[src/rtl/bsw_job_sched.sv]
// Job sequencer upstream of bsw_acc: gathers R/Q bases, runs the accelerator under a
// start/ready handshake with a stale-ready guard and timeout, and emits a tagged result.
module bsw_job_sched #(
    parameter int unsigned L         = 8,
    parameter int unsigned START_CYC = 2,
    parameter int unsigned TIMEOUT   = 255,
    localparam int unsigned ALN_W    = 3 * L + 6
) (
    input  logic             clk,
    input  logic             rst,
    input  logic [2:0]       in_base,
    input  logic             in_valid,
    output logic             in_ready,
    output logic             acc_start,
    output logic [3*L-1:0]   acc_r,
    output logic [3*L-1:0]   acc_q,
    input  logic [ALN_W-1:0] acc_r_aln,
    input  logic [ALN_W-1:0] acc_q_aln,
    input  logic             acc_ready,
    output logic             out_valid,
    input  logic             out_ready,
    output logic [ALN_W-1:0] out_r_aln,
    output logic [ALN_W-1:0] out_q_aln,
    output logic             out_err,
    output logic [7:0]       out_job_id,
    output logic             busy
);

    localparam int unsigned CNT_W = $clog2(L + 1);

    typedef enum logic [2:0] {StLoadR, StLoadQ, StStart, StWait, StOut} state_e;

    state_e             state_q, state_d;
    logic [CNT_W-1:0]   base_cnt_q, base_cnt_d;
    logic [15:0]        start_cnt_q, start_cnt_d;
    logic [15:0]        tmo_q, tmo_d;
    logic               armed_q, armed_d;
    logic               in_ready_q, in_ready_d;
    logic               acc_start_q, acc_start_d;
    logic [3*L-1:0]     acc_r_q, acc_r_d;
    logic [3*L-1:0]     acc_q_q, acc_q_d;
    logic               out_valid_q, out_valid_d;
    logic [ALN_W-1:0]   out_r_aln_q, out_r_aln_d;
    logic [ALN_W-1:0]   out_q_aln_q, out_q_aln_d;
    logic               out_err_q, out_err_d;
    logic [7:0]         out_job_id_q, out_job_id_d;
    logic               busy_q, busy_d;
    logic               accept;

    assign accept = in_valid & in_ready_q;

    always_comb begin
        state_d      = state_q;
        base_cnt_d   = base_cnt_q;
        start_cnt_d  = start_cnt_q;
        tmo_d        = tmo_q;
        armed_d      = armed_q;
        acc_r_d      = acc_r_q;
        acc_q_d      = acc_q_q;
        out_valid_d  = out_valid_q;
        out_r_aln_d  = out_r_aln_q;
        out_q_aln_d  = out_q_aln_q;
        out_err_d    = out_err_q;
        out_job_id_d = out_job_id_q;

        unique case (state_q)
            StLoadR: begin
                if (accept) begin
                    // First base lands in the MSBs.
                    for (int unsigned k = 0; k < L; k++) begin
                        if (base_cnt_q == CNT_W'(k)) acc_r_d[3*L-1-3*k -: 3] = in_base;
                    end
                    if (base_cnt_q == CNT_W'(L - 1)) begin
                        base_cnt_d = '0;
                        state_d    = StLoadQ;
                    end else begin
                        base_cnt_d = base_cnt_q + CNT_W'(1);
                    end
                end
            end
            StLoadQ: begin
                if (accept) begin
                    for (int unsigned k = 0; k < L; k++) begin
                        if (base_cnt_q == CNT_W'(k)) acc_q_d[3*L-1-3*k -: 3] = in_base;
                    end
                    if (base_cnt_q == CNT_W'(L - 1)) begin
                        base_cnt_d  = '0;
                        start_cnt_d = '0;
                        state_d     = StStart;
                    end else begin
                        base_cnt_d = base_cnt_q + CNT_W'(1);
                    end
                end
            end
            StStart: begin
                if (start_cnt_q == 16'(START_CYC - 1)) begin
                    tmo_d   = '0;
                    armed_d = 1'b0;
                    state_d = StWait;
                end else begin
                    start_cnt_d = start_cnt_q + 16'd1;
                end
            end
            StWait: begin
                tmo_d = tmo_q + 16'd1;
                // A ready already high at WAIT entry is stale until it has been seen low.
                if (!acc_ready) armed_d = 1'b1;
                if (armed_q && acc_ready) begin
                    out_r_aln_d = acc_r_aln;
                    out_q_aln_d = acc_q_aln;
                    out_err_d   = 1'b0;
                    out_valid_d = 1'b1;
                    state_d     = StOut;
                end else if (tmo_q == 16'(TIMEOUT - 1)) begin
                    out_r_aln_d = '0;
                    out_q_aln_d = '0;
                    out_err_d   = 1'b1;
                    out_valid_d = 1'b1;
                    state_d     = StOut;
                end
            end
            StOut: begin
                if (out_ready) begin
                    out_valid_d  = 1'b0;
                    out_job_id_d = out_job_id_q + 8'd1;
                    state_d      = StLoadR;
                end
            end
            default: state_d = StLoadR;
        endcase

        in_ready_d  = (state_d == StLoadR) || (state_d == StLoadQ);
        acc_start_d = (state_d != StWait);
        busy_d      = !((state_d == StLoadR) && (base_cnt_d == '0));
    end

    always_ff @(posedge clk) begin
        if (rst) begin
            state_q      <= StLoadR;
            base_cnt_q   <= '0;
            start_cnt_q  <= '0;
            tmo_q        <= '0;
            armed_q      <= 1'b0;
            in_ready_q   <= 1'b1;
            acc_start_q  <= 1'b1;
            acc_r_q      <= '0;
            acc_q_q      <= '0;
            out_valid_q  <= 1'b0;
            out_r_aln_q  <= '0;
            out_q_aln_q  <= '0;
            out_err_q    <= 1'b0;
            out_job_id_q <= '0;
            busy_q       <= 1'b0;
        end else begin
            state_q      <= state_d;
            base_cnt_q   <= base_cnt_d;
            start_cnt_q  <= start_cnt_d;
            tmo_q        <= tmo_d;
            armed_q      <= armed_d;
            in_ready_q   <= in_ready_d;
            acc_start_q  <= acc_start_d;
            acc_r_q      <= acc_r_d;
            acc_q_q      <= acc_q_d;
            out_valid_q  <= out_valid_d;
            out_r_aln_q  <= out_r_aln_d;
            out_q_aln_q  <= out_q_aln_d;
            out_err_q    <= out_err_d;
            out_job_id_q <= out_job_id_d;
            busy_q       <= busy_d;
        end
    end

    assign in_ready   = in_ready_q;
    assign acc_start  = acc_start_q;
    assign acc_r      = acc_r_q;
    assign acc_q      = acc_q_q;
    assign out_valid  = out_valid_q;
    assign out_r_aln  = out_r_aln_q;
    assign out_q_aln  = out_q_aln_q;
    assign out_err    = out_err_q;
    assign out_job_id = out_job_id_q;
    assign busy       = busy_q;

endmodule

[config.mk]
export PLATFORM = sky130hd
export DESIGN_NAME = bsw_job_sched
export DESIGN_NICKNAME = d
export VERILOG_FILES = /design/src/rtl/bsw_job_sched.sv
export SDC_FILE = /design/constraint.sdc
export NUM_CORES = 1
export LEC_CHECK = 0
export ABC_AREA = 1
export BUFFER_PORTS_ARGS = -buffer_cell sky130_fd_sc_hd__buf_4
export CAP_MARGIN = 20
export CORE_MARGIN = 2
export CORE_UTILIZATION = 50
export CTS_CLUSTER_DIAMETER = 120
export CTS_CLUSTER_SIZE = 14
export DETAILED_ROUTE_END_ITERATION = 8
export PLACE_DENSITY_LB_ADDON = 0.3
export SYNTH_ARGS = -nofsm -noshare
export SYNTH_HDL_FRONTEND = slang
export SYNTH_SLANG_ARGS = --single-unit
[constraint.sdc]
create_clock -name clk -period 1.7 [get_ports clk]
set_input_delay 0.255 -clock clk [delete_from_list [all_inputs] [get_ports clk]]
set_output_delay 0.255 -clock clk [all_outputs]
set_load 0.005 [all_outputs]
==> flow_metrics.env <==
export IMPL_clock_sinks=161
export IMPL_diodes=0
export IMPL_yosys_area_top_type_share_pct=47.7
export IMPL_seqPwrFrac_pct=47.2
export IMPL_avgSynthCellArea_um2=7.23
export IMPL_num_rows=42
export IMPL_cp_max_fo=7
export IMPL_min_path_type="input port to register"
export IMPL_worstPathCellList="nor2_2 > nand2_2 > nor2_1 > inv_1 > nor2_1 > inv_1 > nor2_1 > nor2_1"
export IMPL_crit_path_end_kind="register"
export IMPL_hold_ws_ps=84.6
export IMPL_via_per_inst=4.95
export IMPL_grt_pass1_vias=5982
export IMPL_htree_levels=4
export IMPL_grt_usage_pct=24.0
export IMPL_drt_iter0_drc=314
export IMPL_synth_edf_count=0
export IMPL_design_area_um2=9130
export IMPL_crit_required_ps=2020
export IMPL_cpMaxStageDelayCell="dfxtp_1"
export IMPL_synth_compound_area_share_pct=13.5
export IMPL_initial_utilization_pct=51.1
export IMPL_final_common_cell="nand2_1"
export IMPL_ff2ff_setup_slack_ps=100
export IMPL_crit_family="simple AND/OR/NAND/NOR gates"
export IMPL_die_w_um=120
export IMPL_synthSimpleGateAreaFrac_pct=29.4
export IMPL_layout_min_cycle_time_ps=1600
export IMPL_place_area_um2=8380
export IMPL_synth_nets=1013
export IMPL_dieArea_um2=14500
export IMPL_antenna_found_initial=0
export IMPL_p_leak_nw=4.00
export IMPL_synthCells=936
export IMPL_synthXorXnorAreaFrac_pct=0.129
export IMPL_power_density_nw_per_um2=883
export IMPL_status="completed"
export IMPL_yosysWarningCount=0
export IMPL_syn_area_um2=6760
export IMPL_rsz0062_at_grt="true"
export IMPL_p_switching_mw=1.85
export IMPL_coreArea_um2=13200
export IMPL_netSwitchingFraction_pct=22.9
export IMPL_hold_viol=0
export IMPL_drc_errors=0
export IMPL_fin_worst_skew_ps=9.18
export IMPL_ctsRootBufferMaster="clkbuf_16"
export IMPL_synth_top_cell_by_area="dfxtp_1"
export IMPL_synthMuxAreaShare_pct=0
export IMPL_vias=6541
export IMPL_clk_path_buf_depth=2
export IMPL_synth_seq_cells=161
export IMPL_area_growth_pct=35.0
export IMPL_ant_nets=0
export IMPL_synth_top_family_by_area="simple AND/OR/NAND/NOR gates"
export IMPL_drv_cap=0
export IMPL_crit_path_max_incr_delay_ps=350
export IMPL_async_flop_share_pct=0
export IMPL_worst_path_buf_inv=2
export IMPL_die_h_um=120
export IMPL_worstPathArrival_ps=1930
export IMPL_cpMostUsedCell="nor2_1"
export IMPL_ys_types=36
export IMPL_vdd_ir_drop_max_mv=0.667
export IMPL_clk_latency_ps=430
export IMPL_io_pins=189
export IMPL_max_freq_mhz=623
export IMPL_cts_tree="done"
export IMPL_slew_violations=0
export IMPL_cts_hold_buf=0
export IMPL_internal_power_mw=6.22
export IMPL_critPathKind="register to register"
export IMPL_p_comb_share_pct=4.2
export IMPL_maxSlewHeadroom_pct=74.7
export IMPL_numCtsBuffers=17
export IMPL_p_total_mw=8.07
export IMPL_min_period_over_period_pct=94.4
export IMPL_layout_drive_gt1_share_pct=25.2
export IMPL_grt_max_degree=80
export IMPL_cp_start_kind="register"
export IMPL_wl_per_cell_um=13.4
export IMPL_nets=1209
export IMPL_worst_slew_pin_slew_ps=380
export IMPL_grt_pass1_wl_um=28200
export IMPL_finalWirelength_um=17700
export IMPL_drt_pre_antenna_iters=5
export IMPL_ys_top_cells_by_area="dfxtp_1 48%, nand2_1 12%, nor2_1 9.5%"
export IMPL_grt_overflow=0
export IMPL_io_buffers=188
export IMPL_hpwl_um=12000
export IMPL_cts_clk_slew_worst_paths_ps=70
export IMPL_setup_viol=0
export IMPL_layout_common_cells="218 x nand2_1, 204 x buf_4, 166 x nor2_1"
export IMPL_seq_area_frac_synth_pct=47.7
export IMPL_gp_congestion=0.866
export IMPL_ys_flop_type="dfxtp_1"
export IMPL_clockPowerShare_pct=48.6
export IMPL_synth_adder_area_share_pct=1.66
power groups by stage:
stage | Combinational [mW] | Clock (mW) | Sequential, mW
after floorplan | 0.135 | 0 | 3.89
after global placement | 0.331 | 0 | 3.89
after detailed placement | 0.335 | 0 | 3.89
after CTS | 0.338 | 3.98 | 3.81
after global routing | 0.370 | 4.13 | 3.81
final | 0.336 | 3.92 | 3.81
Yosys cell counts, drive strengths merged (2+ instances only):
cell type	number
o21ai	70
dfxtp	161
buf	17
nor3	13
a31oi	2
nand3	36
a21oi	95
nand2	227
ha	9
o211a	2
inv	84
clkbuf	17
nand4	10
nor4	2
or2	3
nor2	181
worst paths after layout:
kind,start,depth (start not counted),endpoint
setup reg to reg,state_q[2],8,acc_r[18]
hold reg to reg,tmo_q[0],1,tmo_q[0]
hold / removal,acc_q_aln[6],3,out_q_aln[6]
setup / recovery,state_q[2],8,acc_r[18]
cell families after synthesis:
group,after synthesis
XOR/XNOR,1
AO/OA/AOI/OAI,174
buffers and inverters,118
AND/OR/NAND/NOR,473
adder cells (fa/ha/maj),9
flip-flops,161
area by class of cell:
cell class                 instances  area, µm²
tap                              176        220
clock inverter                    14        169
clock buffer                      18        439
timing repair buffer             210       1670
multi-input combinational        658       3080
sequential                       161       3230
inverter                          84        323
fill                            1111       4110
state kept, by name, summed over array words and instances, names as in the netlist, 3 cells and up:
| signal | cells |
|---|---|
| state_q | 3 |
| acc_q | 24 |
| tmo_q | 16 |
| out_q_aln | 30 |
| out_job_id | 8 |
| out_r_aln | 30 |
| start_cnt_q | 16 |
| acc_r | 24 |
| base_cnt_q | 4 |
per-stage QoR:
step           util, %  setup TNS, ps  setup WS, ps  cells
4_1_cts           68.0              0          22.3   1317
6_report          69.0              0          95.7   1321
3_5_place_dp      63.3              0          8.74   1283
2_1_floorplan        -              0           190    936
5_1_grt           69.0          -1150         -90.5   1321
3_3_place_gp      63.3              0          87.1   1283
worst register-to-register path: stages, from the launching register on:
cell	delay, ps
dfxtp_1	350
nor2_2	150
nand2_2	110
nor2_1	160
inv_1	140
nor2_1	300
inv_1	130
nor2_1	100
nor2_1	50
repair_timing:
action                                  4_1_cts  5_1_grt
endpoints found under the setup margin        3       94
setup buffers                                 1        2
gates cloned                                  1        2
pin swaps                                     2        5
resized for setup                             1       18
metal layers:
layer,GRT usage [%],vias up,routed length (µm)
met2,39.3,167,8450
met4,6.47,0,320
met1,30.0,2952,7690
met5,0,-,0
li1,-,3391,-
met3,8.58,31,1260
No activity file was read; power rests on OpenSTA's default activity.
